--- src/rtl/systolic_feeder_if.sv ---
// Operand stream into the systolic feeder: one A column and one B row per valid/ready beat.
interface systolic_feeder_if #(
  parameter int data_width = 8,
  parameter int N = 2
);
  logic                    in_valid;
  logic                    in_ready;
  logic [N*data_width-1:0] in_a;
  logic [N*data_width-1:0] in_b;

  modport master (output in_valid, output in_a, output in_b, input in_ready);
  modport slave  (input in_valid, input in_a, input in_b, output in_ready);
endinterface

--- src/rtl/systolic_feeder.sv ---
// Skews operand beats onto the N x N array edges (lane i delayed 2i en-cycles, beat at c on lane 0 at c+1); a stall freezes feeder and array together.
// SYSTOLIC_FEEDER_STALL_CNT_EN compiles in a saturating count of FEED cycles without in_valid.
module systolic_feeder #(
  parameter int data_width = 8,
  parameter int N = 2,
  parameter int K_MAX = 16
) (
  input  logic                         clk,
  input  logic                         rst,
  input  logic                         start,
  input  logic [$clog2(K_MAX+1)-1:0]   k_len,
  systolic_feeder_if.slave             op,
  output logic [N*data_width-1:0]      a_edge,
  output logic [N*data_width-1:0]      b_edge,
  output logic                         pe_en,
  output logic                         array_clr,
  output logic                         busy,
  output logic                         done,
  output logic [15:0]                  stall_cnt
);
  localparam int KW = $clog2(K_MAX+1);
  localparam int DRAIN_LEN = 4*(N-1) + 4;
  localparam int DCW = $clog2(DRAIN_LEN+1);

  typedef enum logic [2:0] {S_IDLE, S_CLEAR, S_FEED, S_DRAIN, S_DONE} state_t;

  state_t         state;
  logic [KW-1:0]  k_lim;
  logic [KW-1:0]  k_cnt;
  logic [DCW-1:0] drain_cnt;
  logic [KW-1:0]  k_clamped;
  logic           feeding;
  logic           accept;
  logic           last_beat;

  assign k_clamped = (k_len > KW'(K_MAX)) ? KW'(K_MAX) : k_len;
  assign feeding   = (state == S_FEED);
  assign accept    = feeding && op.in_valid;
  assign pe_en     = accept || (state == S_DRAIN);
  assign last_beat = (k_cnt == k_lim - KW'(1));

  always_ff @(posedge clk or posedge rst) begin
    if (rst) begin
      state       <= S_IDLE;
      k_lim       <= '0;
      k_cnt       <= '0;
      drain_cnt   <= '0;
      op.in_ready <= 1'b0;
      array_clr   <= 1'b0;
      busy        <= 1'b0;
      done        <= 1'b0;
    end else begin
      case (state)
        S_IDLE: begin
          if (start) begin
            state     <= S_CLEAR;
            k_lim     <= k_clamped;
            k_cnt     <= '0;
            array_clr <= 1'b1;
            busy      <= 1'b1;
          end
        end
        S_CLEAR: begin
          array_clr <= 1'b0;
          if (k_lim == '0) begin
            state <= S_DONE;
            done  <= 1'b1;
          end else begin
            state       <= S_FEED;
            op.in_ready <= 1'b1;
          end
        end
        S_FEED: begin
          if (op.in_valid) begin
            k_cnt <= k_cnt + KW'(1);
            if (last_beat) begin
              state       <= S_DRAIN;
              op.in_ready <= 1'b0;
              drain_cnt   <= '0;
            end
          end
        end
        S_DRAIN: begin
          // Long enough for the last beat to cross the far corner PE.
          if (drain_cnt == DCW'(DRAIN_LEN-1)) begin
            state <= S_DONE;
            done  <= 1'b1;
          end else begin
            drain_cnt <= drain_cnt + DCW'(1);
          end
        end
        S_DONE: begin
          state <= S_IDLE;
          done  <= 1'b0;
          busy  <= 1'b0;
        end
        default: state <= S_IDLE;
      endcase
    end
  end

  for (genvar i = 0; i < N; i++) begin : g_lane
    localparam int DEPTH = 2*i + 1;
    logic [data_width-1:0] a_sr [DEPTH];
    logic [data_width-1:0] b_sr [DEPTH];
    logic [data_width-1:0] a_inj;
    logic [data_width-1:0] b_inj;

    // Outside an accepted beat (DRAIN) zeros are shifted in.
    assign a_inj = accept ? op.in_a[i*data_width +: data_width] : '0;
    assign b_inj = accept ? op.in_b[i*data_width +: data_width] : '0;

    always_ff @(posedge clk or posedge rst) begin
      if (rst) begin
        for (int s = 0; s < DEPTH; s++) begin
          a_sr[s] <= '0;
          b_sr[s] <= '0;
        end
      end else if (state == S_CLEAR) begin
        for (int s = 0; s < DEPTH; s++) begin
          a_sr[s] <= '0;
          b_sr[s] <= '0;
        end
      end else if (pe_en) begin
        a_sr[0] <= a_inj;
        b_sr[0] <= b_inj;
        for (int s = 1; s < DEPTH; s++) begin
          a_sr[s] <= a_sr[s-1];
          b_sr[s] <= b_sr[s-1];
        end
      end
    end

    assign a_edge[i*data_width +: data_width] = a_sr[DEPTH-1];
    assign b_edge[i*data_width +: data_width] = b_sr[DEPTH-1];
  end

`ifdef SYSTOLIC_FEEDER_STALL_CNT_EN
  logic [15:0] stall_q;

  always_ff @(posedge clk or posedge rst) begin
    if (rst) begin
      stall_q <= '0;
    end else if (state == S_CLEAR) begin
      stall_q <= '0;
    end else if (feeding && !op.in_valid && (stall_q != 16'hFFFF)) begin
      stall_q <= stall_q + 16'd1;
    end
  end

  assign stall_cnt = stall_q;
`else
  assign stall_cnt = '0;
`endif

endmodule

--- src/flat_wrapper.sv ---
// flat-port wrapper written by rule: the top's interface ports become plain ports
module systolic_feeder_flat 
#(
  parameter int data_width = 8,
  parameter int N = 2,
  parameter int K_MAX = 16
)
  (clk, rst, start, k_len, a_edge, b_edge, pe_en, array_clr, busy, done, stall_cnt, op_in_valid, op_in_a, op_in_b, op_in_ready);
  systolic_feeder_if #(.data_width(data_width), .N(N)) op_i ();
  input  logic clk;
  input  logic rst;
  input  logic start;
  input  logic [$clog2(K_MAX+1)-1:0] k_len;
  output logic [N*data_width-1:0] a_edge;
  output logic [N*data_width-1:0] b_edge;
  output logic pe_en;
  output logic array_clr;
  output logic busy;
  output logic done;
  output logic [15:0] stall_cnt;
  input wire logic [$bits(op_i.in_valid)-1:0] op_in_valid;
  input wire logic [$bits(op_i.in_a)-1:0] op_in_a;
  input wire logic [$bits(op_i.in_b)-1:0] op_in_b;
  output wire logic [$bits(op_i.in_ready)-1:0] op_in_ready;
  assign op_i.in_valid = op_in_valid;
  assign op_i.in_a = op_in_a;
  assign op_i.in_b = op_in_b;
  assign op_in_ready = op_i.in_ready;
  systolic_feeder #(.data_width(data_width), .N(N), .K_MAX(K_MAX)) u_core (.clk(clk), .rst(rst), .start(start), .k_len(k_len), .op(op_i), .a_edge(a_edge), .b_edge(b_edge), .pe_en(pe_en), .array_clr(array_clr), .busy(busy), .done(done), .stall_cnt(stall_cnt));
endmodule
--- config.mk ---
export PLATFORM = sky130hd
export DESIGN_NAME = systolic_feeder_flat
export DESIGN_NICKNAME = d
export VERILOG_FILES = /design/src/rtl/systolic_feeder_if.sv /design/src/rtl/systolic_feeder.sv /design/src/flat_wrapper.sv
export SDC_FILE = /design/constraint.sdc
export NUM_CORES = 1
export LEC_CHECK = 0
export BUFFER_PORTS_ARGS = -buffer_cell sky130_fd_sc_hd__buf_2
export CAP_MARGIN = 20
export CORE_ASPECT_RATIO = 1.1
export CORE_MARGIN = 2
export CORE_UTILIZATION = 50
export CTS_CLUSTER_DIAMETER = 120
export DETAILED_ROUTE_END_ITERATION = 8
export PLACE_DENSITY = 0.75
export SYNTH_ARGS = -nofsm -noshare
export SYNTH_HDL_FRONTEND = slang
export SYNTH_SLANG_ARGS = --single-unit
--- constraint.sdc ---
create_clock -name clk -period 4.88 [get_ports clk]
set_input_delay 0.244 -clock clk [delete_from_list [all_inputs] [get_ports clk]]
set_output_delay 0.244 -clock clk [all_outputs]
set_load 0.01 [all_outputs]
# Yosys cells after proc, flatten, opt, wreduce, memory -nomap -nowiden
# Index checks and enable logic that the tools add are counted.
[totals] ff_bits=85 latchBits=0 ram_bits=0 rom_bits=0 input_bits=41 out_inout_bits=53 elab_cells=88 mem_count=0
[classes] addsub=3 mul=0 div_mod_pow=0 magnitude_cmp=1 eq_ne=13 n_shift=0 mux=36 n_bitwise=0 reduce_logical=19
[ops] op="24-bit 2-to-1 mux" n=4
[ops] op="8-bit 2-to-1 mux" n=8
[ops] op="3-bit 2-to-1 mux" n=5
[ops] op="5-bit 2-to-1 mux" n=3
[ops] op="4-bit 2-to-1 mux" n=3
[ops] op="2-bit inequality test, second input constant" n=6
[ops] op="3-bit case mux with 4 select lines" n=1
[ops] op="4-bit AND reduction" n=3
[ops] op="2-bit nonzero test" n=6
[ops] op="5-bit case mux with 2 select lines" n=1
[ops] op="4-bit case mux with 2 select lines" n=1
[ops] op="3-bit by 2-bit == test with 1-bit output, second input constant" n=2
[ops] op="1-bit 2-to-1 mux" n=6
[ops] op="1-bit case mux with 2 select lines" n=3
[ops] op="2-bit AND reduction" n=3
[ops] op="3-bit AND reduction" n=2
[ops] op="5-bit by 1-bit adder with 5-bit output, second input constant" n=1
[ops] op="5-bit == test" n=1
[ops] op="5-bit greater-than comparator, second input constant" n=1
[ops] op="5-bit zero test" n=1
[ops] op="5-bit by 1-bit subtractor with 5-bit output, second input constant" n=1
[ops] op="4-bit by 1-bit adder with 4-bit output, second input constant" n=1
[ops] op="4-bit by 3-bit == test with 1-bit output, second input constant" n=1
[ops] op="3-bit by 1-bit == test with 1-bit output, second input constant" n=1
[ops] op="other kinds (7)" n=7

# Longest topological paths before layout
# Gate-level depths: netlist of the first run.
[logic_depth] depth_word=5 ltp_mapped=6 ltp_nobuf=6

# Worst setup path after synthesis of the first run
# Ideal clock, no wire load.
[synth_timing] path_kind="reg-to-reg" startpoint="reg u_core.k_lim[0]" endpoint="reg u_core.state[0]" setup_ns=0.132 t_arrival_ns=1.500 t_required_ns=4.748 slack_ns=3.248 path_stages_with_launch=7 path_buffers=0 synth_period_minus_slack_ns=1.632 cell_sequence="dfrtp_1 > inv_1 > ha_1 > and3_1 > o2bb2ai_1 > a2111oi_4 > or3b_1"
[synth_between] elab_chain_cells=4
[synth_rtl] item="start, declared" line_no="systolic_feeder.sv:28" source="logic [KW-1:0] k_lim;"
[synth_rtl] item="start signal, assigned" line_no="systolic_feeder.sv:57" source="k_lim <= k_clamped;"
[synth_rtl] item="5-bit by 1-bit subtractor with 5-bit output" line_no="systolic_feeder.sv:40" source="assign last_beat = (k_cnt == k_lim - KW'(1));"
[synth_rtl] item="5-bit == test" line_no="systolic_feeder.sv:40"
[synth_rtl] item="2-bit inequality test (no line)"
[synth_rtl] item="4-bit AND reduction (no line)"
[synth_rtl] item="end signal, assigned" line_no="systolic_feeder.sv:44" source="state <= S_IDLE;"
[synth_rtl] item="end signal, assigned" line_no="systolic_feeder.sv:56" source="state <= S_CLEAR;"
[synth_rtl] item="end signal, assigned" line_no="systolic_feeder.sv:66" source="state <= S_DONE;"
[synth_rtl] item="end, declared" line_no="systolic_feeder.sv:27" source="state_t state;"
# Every way passes these cells.
# A chain may end at the register's enable or synchronous reset.

# Final worst setup path of the first run
[layout_timing] startpoint="reg u_core.state[2]" endpoint="out pe_en"
[layout_between] elab_chain_cells=3 elab_cells_between_ends=4 classes_between="2 x eq/ne; 2 x reduce/logical"
[layout_rtl] item="3-bit by 2-bit == test with 1-bit output" line_no="systolic_feeder.sv:37" source="assign feeding = (state == S_FEED);"
[layout_rtl] item="1-bit logical AND" line_no="systolic_feeder.sv:38" source="assign accept = feeding && op.in_valid;"
[layout_rtl] item="1-bit logical OR *" line_no="systolic_feeder.sv:39" source="assign pe_en = accept || (state == S_DRAIN);"
[layout_rtl] item="end, declared" line_no="flat_wrapper.sv:16" source="output logic pe_en;"
# Every way passes the cells marked *; elsewhere a longest branch is shown, timed or not.

==> run metrics, run 1 <==
status finished, final reports clean; commonest non-fill, non-tap cell in the layout nand2_1; VDD IR max 0.000319 V; max_slew headroom 31.5%; H-tree Lvls 3; CTS max path bufs 2; Tightest Pin Transition 1.02 ns; r2r startpoint u_core.state[2]$_DFFE_PP0P_; Avg WL per Cell 12.3 µm; Hold Path Class in -> reg; final setup margin 2.27 ns; # clock sinks 85; largest net degree at the start of global routing 86; gpl congestion 0.751; root buffer cell clkbuf_8; CP Capture Point pe_en; worst path required time 4.64 ns; post_cts resized 0; fin crit period 2.61 ns; Num CTS Buffers 9; Power Density 615 nW/µm²; final total power 0.00268 W; Die Width 87.7 µm; RSZ-0062 raised after global routing no; IO Count 94; Core Region 7470 µm²; TNS Setup 0 ns; diode count 0; Area Overhead vs Synth 13.1%; Slew Viols, Final 0; Nets 520; wire length of the first global-routing pass 11700 µm; Routed WL 7240 µm; Antenna Nets Post-Route 0; initial antenna violation count 0; Critical R2R Capture u_core.g_lane[1].b_sr[16]$_DFFE_PP0P_; Synthesis Warnings 0; slowest CP cell nand4_1; Top FF cell, synth dfrtp_1; cells after synthesis 422; mapped cell area 3850 µm²; Yosys reg bits 85; IO buf count 77; Filler Cell Count 696; Via density 4.82; Clock transition at path regs 0.10 ns; FP Rows 33; R2R setup slack 2.81 ns; slowest stage delay, CP 0.70 ns; P_leak 2.26 nW; via count 2822; CTS tree built; Fin. Hold Viols 0; clk_lat worst skew 0.36 ns; met2 GRT Util 29.4%; Crit Path Category reg -> out; gr ovfl total 0; GR peak layer met2; Worst setup EP type output port; detailed-router iteration count before antenna repair 4; initial cell density of the core 51.5%; vias in the first global route 2559; Critical Path Source Type flip-flop; setup violators final 0; CTS Hold Bufs 0; Post-synth ARST share 100%; Fmax 383 MHz; library cells used by synthesis 37; Die ar. 8420 µm²; CP max FO 21; sequence of cells on the critical path inv_1 -> nand4_1 -> buf_4 -> nand2_1 -> buf_2; postcts setup bufs 0; crit path from u_core.state[2]$_DFFE_PP0P_; layout cells sized above 1 21.8%; period utilization 53.5%; EDFF count, synth 0; initial drt markers 156; Reg2Reg Depth 5; Syn Area/Cell 9.12 µm²; post-synthesis sequential area ratio 55.2%; most frequent cells in the layout nand2_1 (145), dfrtp_1 (85), buf_2 (77), o21ai_0 (40), nand3_1 (35); number of max-cap violations 0; crit path DAT 2.36 ns; met3 usage 3.26%; Setup WS pre-CTS 2.65 ns; dpl hpwl 4850 µm; all-layer global routing usage 18.1%; GR Layer Usage met1 23.4%; Final Skew 0.0121 ns; die height 96.0 µm; DRC errors left 0
-- where the power goes --
part	switching (W)	internal, W	total (W)	leakage [nW]
combinational	0.000627	0.000373	0.000999	1.05
clock	0.000278	0.000198	0.000476	0.0918
sequential	0.000190	0.00101	0.00120	1.13
-- state kept, by name, indices dropped and copies added, names as in the netlist --
name / count
u_core.g_lane.b_sr: 24
u_core.k_lim: 5
u_core.b_edge: 8
u_core.state: 3
u_core.k_cnt: 5
u_core.array_clr: 1
u_core.done: 1
u_core.busy: 1
u_core.a_edge: 8
u_core.op.in_ready: 1
u_core.g_lane.a_sr: 24
u_core.drain_cnt: 4
-- kinds of logic (layout without fill, tap and decap cells) --
kind of cell    after synthesis  in the layout  share of synthesized area [%]
simple gates                208            208                           23.7
flops                        85             85                           55.2
buf+inv                      61            105                           9.59
compound gates               54             54                           8.13
xor+xnor                     10             10                           2.27
fa+ha+maj                     3              3                          0.975
other cells                   1             16                         0.0974
-- per-layer routing --
layer,up-vias,routed length [µm]
met3,9,324
met2,79,3430
li1,1436,-
met1,1298,3350
met5,-,0
met4,0,130
-- worst max-delay path, delay by kind of cell, from the launching register on --
family,cells,cell delay [ns]
flops,1,0.43
simple gates,2,0.80
buf+inv,3,0.76
-- per-stage QoR --
step                utilization [%]  cell area (µm²)  cells  hold WS, ns
floorplan                         -             3910    437        0.349
CTS                            57.5             4300    583       0.0542
global placement               54.9             4110    567        0.435
global route                   58.2             4350    586       0.0554
finish                         58.2             4350    586       0.0674
detailed placement             54.9             4110    567        0.440
-- worst min-delay path by stage --
stage                          start                                    to  slack, ns  depth (start not counted)
final                     op_in_b[5]  u_core.g_lane[0].b_sr[5]$_DFFE_PP0P_       0.07                          3
after floorplan           op_in_a[0]  u_core.g_lane[0].a_sr[0]$_DFFE_PP0P_       0.35                          2
after global placement    op_in_a[0]  u_core.g_lane[0].a_sr[0]$_DFFE_PP0P_       0.43                          3
after global routing      op_in_b[4]  u_core.g_lane[0].b_sr[4]$_DFFE_PP0P_       0.06                          3
after CTS                 op_in_b[2]  u_core.g_lane[0].b_sr[2]$_DFFE_PP0P_       0.05                          3
after detailed placement  op_in_b[2]  u_core.g_lane[0].b_sr[2]$_DFFE_PP0P_       0.44                          3
-- final cells by class --
type	count	area, µm²	area share [%]
timing repair buffer	83	465	10.7
multi-input combinational	291	1420	32.5
inverter	6	23.8	0.546
sequential	85	2130	48.9
tap	105	131	3.02
clock inverter	7	66.3	1.52
clock buffer	9	124	2.85
-- synth_stat cells (2+ instances only) --
master	n	share of area [%]
nand2_1	145	14
dfrtp_1	85	55
o21ai_0	40	5.2
nand3_1	35	4.5
buf_4	34	6.6
clkbuf_1	13	1.3
inv_1	6	0.58
nor2_1	5	0.49
xnor2_1	5	1.1
xor2_1	5	1.1
buf_2	4	0.52
nand4_1	4	0.65
and3_1	3	0.49
buf_1	3	0.29
ha_1	3	0.98
nand2b_1	3	0.49
o22ai_1	3	0.49
a21oi_1	2	0.26
a31oi_1	2	0.32
nand3b_1	2	0.39
o21ai_1	2	0.26
o2bb2ai_1	2	0.46
or2_2	2	0.32
Power figures use the tool's default switching activity.
==> run 2: changes to the inputs <==
--- a/config.mk
+++ b/config.mk
@@ -9,10 +9,10 @@
 export CAP_MARGIN = 20
 export CORE_ASPECT_RATIO = 1.1
 export CORE_MARGIN = 2
-export CORE_UTILIZATION = 50
+export CORE_UTILIZATION = 48
 export CTS_CLUSTER_DIAMETER = 120
 export DETAILED_ROUTE_END_ITERATION = 8
-export PLACE_DENSITY = 0.75
+export PLACE_DENSITY = 0.76
 export SYNTH_ARGS = -nofsm -noshare
 export SYNTH_HDL_FRONTEND = slang
 export SYNTH_SLANG_ARGS = --single-unit
==> constraint.sdc (replaced) <==
create_clock -name clk -period 2.4 [get_ports clk]
set_input_delay 0.12 -clock clk [delete_from_list [all_inputs] [get_ports clk]]
set_output_delay 0.12 -clock clk [all_outputs]
set_load 0.01 [all_outputs]
==> run 2 against run 1 <==
Effect of this change: combinational power is 110% higher; global-route usage is 1.9 points higher; final cell count is 6.3% higher; non-clock buffer count is 34 higher; setup slack worse by 1.7 ns; wire length is 14% higher; via count is 8.0% higher; clock power is 140% higher; sequential cell count stayed put; sequential power is 100% higher.
==> run metrics, run 2 (synthesis results as in run 1) <==
Nets 554 (was 520); H-tree Lvls 3 (unchanged); CP delay by family, top compound AO/OA/AOI/OAI gates (was simple AND/OR/NAND/NOR gates); fin crit period 1.85 ns; clk_lat worst skew 0.36 ns (about the same); CP max FO 6 (was 21); commonest non-fill, non-tap cell in the layout nand2_1 (unchanged); initial drt markers 139 (was 156); Antenna Nets Post-Route 0 (unchanged); Fmax 540 MHz; switch share 39.4% (was 40.9%); detailed-router iteration count before antenna repair 5 (was 4); Tightest Pin Transition 0.765 ns (was 1.02 ns); period utilization 77.2%; layout cells sized above 1 20.8% (was 21.8%); worst path required time 2.63 ns (was 4.64 ns); IO Count 94 (unchanged); dpl hpwl 5060 µm (was 4850 µm); wire length of the first global-routing pass 13600 µm (was 11700 µm); FP Rows 34 (was 33); max_slew headroom 49.0% (was 31.5%); Hold Path Class in -> reg (unchanged); IO buf count 77 (unchanged); TNS Setup 0 ns (unchanged); CTS max path bufs 2 (unchanged); vias in the first global route 2934 (was 2559); Crit Path Category reg -> reg (was reg -> out); Worst setup EP type flip-flop (was output port); fin cells 623 (was 586); status finished, final reports clean (unchanged); Critical Path Source Type flip-flop (unchanged); post_cts resized 0 (unchanged); initial antenna violation count 0 (unchanged); gpl congestion 0.747 (was 0.751); Final Skew 0.00923 ns (was 0.0121 ns); Routed WL 8220 µm (was 7240 µm); Num CTS Buffers 9 (unchanged); Slew Viols, Final 0 (unchanged); gr ovfl total 0 (unchanged); Switching Power 0.00223 W (was 0.00110 W); Top Registers u_core.g_lane.a_sr: 24 flops, u_core.g_lane.b_sr: 24 flops (unchanged); Worst Min Path Start k_len[4] (was op_in_b[5]); VDD IR max 0.000503 V (was 0.000319 V); Die Width 89.4 µm (was 87.7 µm); largest net degree at the start of global routing 64 (was 86); root buffer cell clkbuf_8 (unchanged); setup violators final 0 (unchanged); crit path from u_core.k_lim[0]$_DFFE_PP0P_ (was u_core.state[2]$_DFFE_PP0P_); CTS tree built (unchanged); Inst Count DP 574 (was 567); die height 97.9 µm (was 96.0 µm); initial cell density of the core 49.2% (was 51.5%); slowest stage delay, CP 0.54 ns (was 0.70 ns); slowest CP cell a2111oi_4 (was nand4_1); Flop pwr share 43.2% (was 44.9%); Min Hold Slack 0.00219 ns (was 0.0674 ns); P_leak 2.42 nW (was 2.26 nW); Avg WL per Cell 13.2 µm (was 12.3 µm); Placed Area 4150 µm² (was 4110 µm²); Via density 4.89 (was 4.82); Die ar. 8750 µm² (was 8420 µm²); Power Density 1200 nW/µm² (was 615 nW/µm²); via count 3049 (was 2822); RSZ-0062 raised after global routing no (unchanged); all-layer global routing usage 20.0% (was 18.1%); Finished Cell Area 4710 µm² (was 4350 µm²); Area Overhead vs Synth 22.3% (was 13.1%); diode count 0 (unchanged); number of max-cap violations 0 (unchanged); Core Region 7830 µm² (was 7470 µm²); Gate power share 36.7% (was 37.3%); part of the power in the clock network 20.1% (was 17.8%); sequence of cells on the critical path inv_1 -> ha_1 -> xnor2_1 -> o2bb2ai_1 -> a2111oi_4 -> o21ai_0 (was inv_1 -> nand4_1 -> buf_4 -> nand2_1 -> buf_2); buffers and inverters on the worst path 1 (was 3); DRC errors left 0 (unchanged); crit path DAT 2.08 ns (was 2.36 ns); most frequent cells in the layout nand2_1 (145), dfrtp_1 (85), buf_2 (77), o21ai_0 (40), nand3_1 (35) (unchanged); # clock sinks 85 (unchanged); r2r startpoint u_core.k_lim[0]$_DFFE_PP0P_ (was u_core.state[2]$_DFFE_PP0P_); Clock transition at path regs 0.09 ns (was 0.10 ns); Fin. Hold Viols 0 (unchanged); Int Pwr 0.00344 W (was 0.00158 W)
[run 2: cell count changes in the layout (fill, tap and decap cells not counted), moves of 2 or more]
| cell | before | now |
|---|---|---|
| dlygate4sd3_1 | 1 | 33 |
| buf_4 | 3 | 6 |
| inv_8 | 3 | 0 |
| bufinv_16 | 0 | 2 |
| clkinvlp_4 | 2 | 0 |
| inv_6 | 1 | 3 |
[run 2: stage by stage]
stage	power (W)	worst slack (ns)	util, %
CTS	0.00570	0.540	60.2
global route	0.00613	0.377	60.2
global placement	0.00442	0.641	53.0
finish	0.00567	0.547	60.2
detailed placement	0.00451	0.527	53.0
floorplan	0.00405	0.0865	-
[run 2: routing by layer]
layer | vias to the layer above | global-route usage, % | share of wire (%)
met5 | - | 0 | 0
met4 | 0 | 8.73 | 2.1
met3 | 13 | 4.06 | 3.7
met2 | 79 | 32.2 | 50
met1 | 1452 | 25.8 | 44
li1 | 1505 | - | -
[run 2: layout make-up]
class | instances | area [µm²]
inverter | 6 | 23.8
sequential | 85 | 2130
timing repair buffer | 117 | 781
fill | 699 | 3120
tap | 108 | 135
clock buffer | 9 | 124
clock inverter | 7 | 104
multi-input combinational | 291 | 1420
[run 2: worst register-to-register path, cell delays in order (launching register included)]
cell and delay (ns):
dfrtp_1 0.40, inv_1 0.08, ha_1 0.25, xnor2_1 0.14
o2bb2ai_1 0.16, a2111oi_4 0.54, o21ai_0 0.16
[run 2: worst paths after layout]
kind | endpoint | slack, ns | cells after the start
max | u_core.drain_cnt[3]$_DFFE_PP0P_ | 0.55 | 6
min | u_core.k_lim[4]$_DFFE_PP0P_ | 0.002 | 3
max reg2reg | u_core.drain_cnt[3]$_DFFE_PP0P_ | 0.55 | 6
min reg2reg | u_core.b_edge[10]$_DFFE_PP0P_ | 0.48 | 2
max in group asynchronous | u_core.g_lane[1].a_sr[16]$_DFFE_PP0P_ | 1.33 | 4
min in group asynchronous | u_core.drain_cnt[3]$_DFFE_PP0P_ | 0.41 | 3
[run 2: timing repair]
item | in CTS | in global routing
hold buffers | 33 | 0
endpoints found under the hold margin | 74 | 0
setup buffers | 0 | 0
[run 2: power by group through the flow]
stage          registers [W]  clock network (W)  logic (W)
2_1_floorplan        0.00245                  0    0.00161
3_3_place_gp         0.00244                  0    0.00198
3_5_place_dp         0.00246                  0    0.00205
4_1_cts              0.00244            0.00116    0.00210
5_1_grt              0.00253            0.00122    0.00238
6_report             0.00245            0.00114    0.00208
==> run 3: changes to the inputs <==
==> constraint.sdc (replaced) <==
create_clock -name clk -period 1.55 [get_ports clk]
set_input_delay 0.0775 -clock clk [delete_from_list [all_inputs] [get_ports clk]]
set_output_delay 0.0775 -clock clk [all_outputs]
set_load 0.01 [all_outputs]
==> run 3 against run 2 <==
Effect of this change: the flow now finishes with violations (setup timing); largest cell class unchanged; final cell count grew 3.5%; power grew 65%; critical path type unchanged; global-route usage grew 1.1 points; setup slack lost 0.70 ns; clock skew shrank 0.0032 ns; hold slack gained 0.37 ns; clock power grew 42%.
==> run metrics, run 3 (synthesis results as in run 1) <==
Filler Cell Count 646 (was 699); via count 3162 (was 3049); commonest non-fill, non-tap cell in the layout nand2_1 (unchanged); Min Hold Slack 0.369 ns (was 0.00219 ns); status complete, but fails checks (was finished, final reports clean); Num CTS Buffers 9 (unchanged); detailed-router iteration count before antenna repair 4 (was 5); largest net degree at the start of global routing 86 (was 64); Crit Path Category reg -> reg (unchanged); crit path DAT 1.95 ns (was 2.08 ns); Clock transition at path regs 0.09 ns (about the same); die height 97.9 µm (unchanged); failing checks setup timing; fin crit period 1.70 ns (was 1.85 ns); P_leak 2.56 nW (was 2.42 nW); IO Count 94 (unchanged); VDD IR max 0.000887 V (was 0.000503 V); gr ovfl total 0 (unchanged); Reg2Reg Depth 5 (was 6); period utilization 110% (was 77.2%); Power Density 1860 nW/µm² (was 1200 nW/µm²); Core Region 7830 µm² (unchanged); Top Registers u_core.g_lane.a_sr: 24 flops, u_core.g_lane.b_sr: 24 flops (unchanged); Final Skew 0.00604 ns (was 0.00923 ns); CP max FO 6 (unchanged); r2r startpoint u_core.k_lim[3]$_DFFE_PP0P_ (was u_core.k_lim[0]$_DFFE_PP0P_); initial cell density of the core 49.2% (unchanged); Via density 4.90 (was 4.89); met3 routed WL 363 µm (was 301 µm); R2R setup slack -0.15 ns (was 0.55 ns); vias in the first global route 3213 (was 2934); Slew Viols, Final 0 (unchanged); TNS Setup -0.472 ns (was 0 ns); Fmax 587 MHz (was 540 MHz); diode count 0 (unchanged); dpl hpwl 5120 µm (was 5060 µm); RSZ-0062 raised after global routing yes (was no); final setup margin -0.152 ns (was 0.547 ns); Avg WL per Cell 13.2 µm (about the same); FP Rows 34 (unchanged); layout cells sized above 1 26.3% (was 20.8%); # clock sinks 85 (unchanged); wire length of the first global-routing pass 14500 µm (was 13600 µm); most frequent cells in the layout nand2_1 (144), dfrtp_1 (84), buf_2 (76), o21ai_0 (40), dlygate4sd3_1 (39) (was nand2_1 (145), dfrtp_1 (85), buf_2 (77), o21ai_0 (40), nand3_1 (35)); Critical R2R Capture u_core.state[0]$_DFFE_PP0P_ (was u_core.drain_cnt[3]$_DFFE_PP0P_); Hold Path Class in -> async (was in -> reg); root buffer cell clkbuf_8 (unchanged); DRC errors left 0 (unchanged); worst path required time 1.80 ns (was 2.63 ns); setup violators final 6 (was 0); Top Metal Used met4 (unchanged); Fin. Hold Viols 0 (unchanged); DRT met1 WL 3650 µm (was 3640 µm); Met2 Wirelength 4120 µm (was 4100 µm); Worst setup EP type flip-flop (unchanged); Antenna Nets Post-Route 0 (unchanged); initial drt markers 134 (was 139); Nets 576 (was 554); all-layer global routing usage 21.1% (was 20.0%); CTS max path bufs 2 (unchanged); initial antenna violation count 0 (unchanged); Final Util 64.2% (was 60.2%); Die ar. 8750 µm² (unchanged); Setup WS pre-CTS -0.167 ns (was 0.527 ns); Routed WL 8490 µm (was 8220 µm); number of max-cap violations 0 (unchanged); H-tree Lvls 3 (unchanged); Die Width 89.4 µm (unchanged); Critical Path Source Type flip-flop (unchanged); IO buf count 77 (unchanged); CTS tree built (unchanged); Inst Count DP 583 (was 574); Area Overhead vs Synth 30.5% (was 22.3%); gpl congestion 0.874 (was 0.747); clk_lat worst skew 0.36 ns (about the same); fin cells 645 (was 623)
## run 3: layout make-up
type | count | area (µm²) | share of cell area, %
clock buffer | 9 | 124 | 2.47
tap | 108 | 135 | 2.69
multi-input combinational | 291 | 1520 | 30.2
inverter | 6 | 28.8 | 0.573
timing repair buffer | 139 | 1010 | 20.1
sequential | 85 | 2130 | 42.4
clock inverter | 7 | 81.3 | 1.62
## run 3: what timing repair did
action,in CTS,in global routing
endpoints found under the hold margin,123,0
resized for setup,10,13
buffers inserted,5,3
pin swaps,6,3
hold buffers,39,0
endpoints found under the setup margin,8,31
## run 3: worst max-delay path by stage
stage	from	end	slack (ns)	cells after the start
final	u_core.k_lim[3]$_DFFE_PP0P_	u_core.state[0]$_DFFE_PP0P_	-0.15	5
after global routing	u_core.k_lim[3]$_DFFE_PP0P_	u_core.state[0]$_DFFE_PP0P_	-0.20	5
after CTS	u_core.k_lim[0]$_DFFE_PP0P_	u_core.state[0]$_DFFE_PP0P_	-0.10	7
after detailed placement	u_core.k_lim[0]$_DFFE_PP0P_	u_core.drain_cnt[3]$_DFFE_PP0P_	-0.17	6
after global placement	u_core.k_lim[0]$_DFFE_PP0P_	u_core.drain_cnt[3]$_DFFE_PP0P_	-0.05	6
after floorplan	u_core.k_lim[0]$_DFFE_PP0P_	u_core.drain_cnt[3]$_DFFE_PP0P_	0.009	6
## run 3: layer usage
layer	vias up	GRT usage (%)
met4	0	12.6
met2	94	33.3
met5	-	0
met1	1480	27.2
li1	1553	-
met3	35	3.21
## run 3: stage by stage
step	instance area (µm²)	power, W
2_1_floorplan	3930	0.00632
3_3_place_gp	4280	0.00716
3_5_place_dp	4280	0.00733
4_1_cts	4950	0.00917
5_1_grt	5020	0.0101
6_report	5020	0.00935
## run 3: where the power goes
group / internal, W / switching (W)
Clock: 0.000770 / 0.000848
Combinational: 0.00169 / 0.00222
Sequential: 0.00319 / 0.000628
## run 3: critical path: stages, from the launching register on
cell and delay (ns):
dfrtp_1 0.46, xnor2_1 0.36, xnor2_2 0.18, a2111oi_4 0.07, buf_4 0.17, or3b_1 0.34
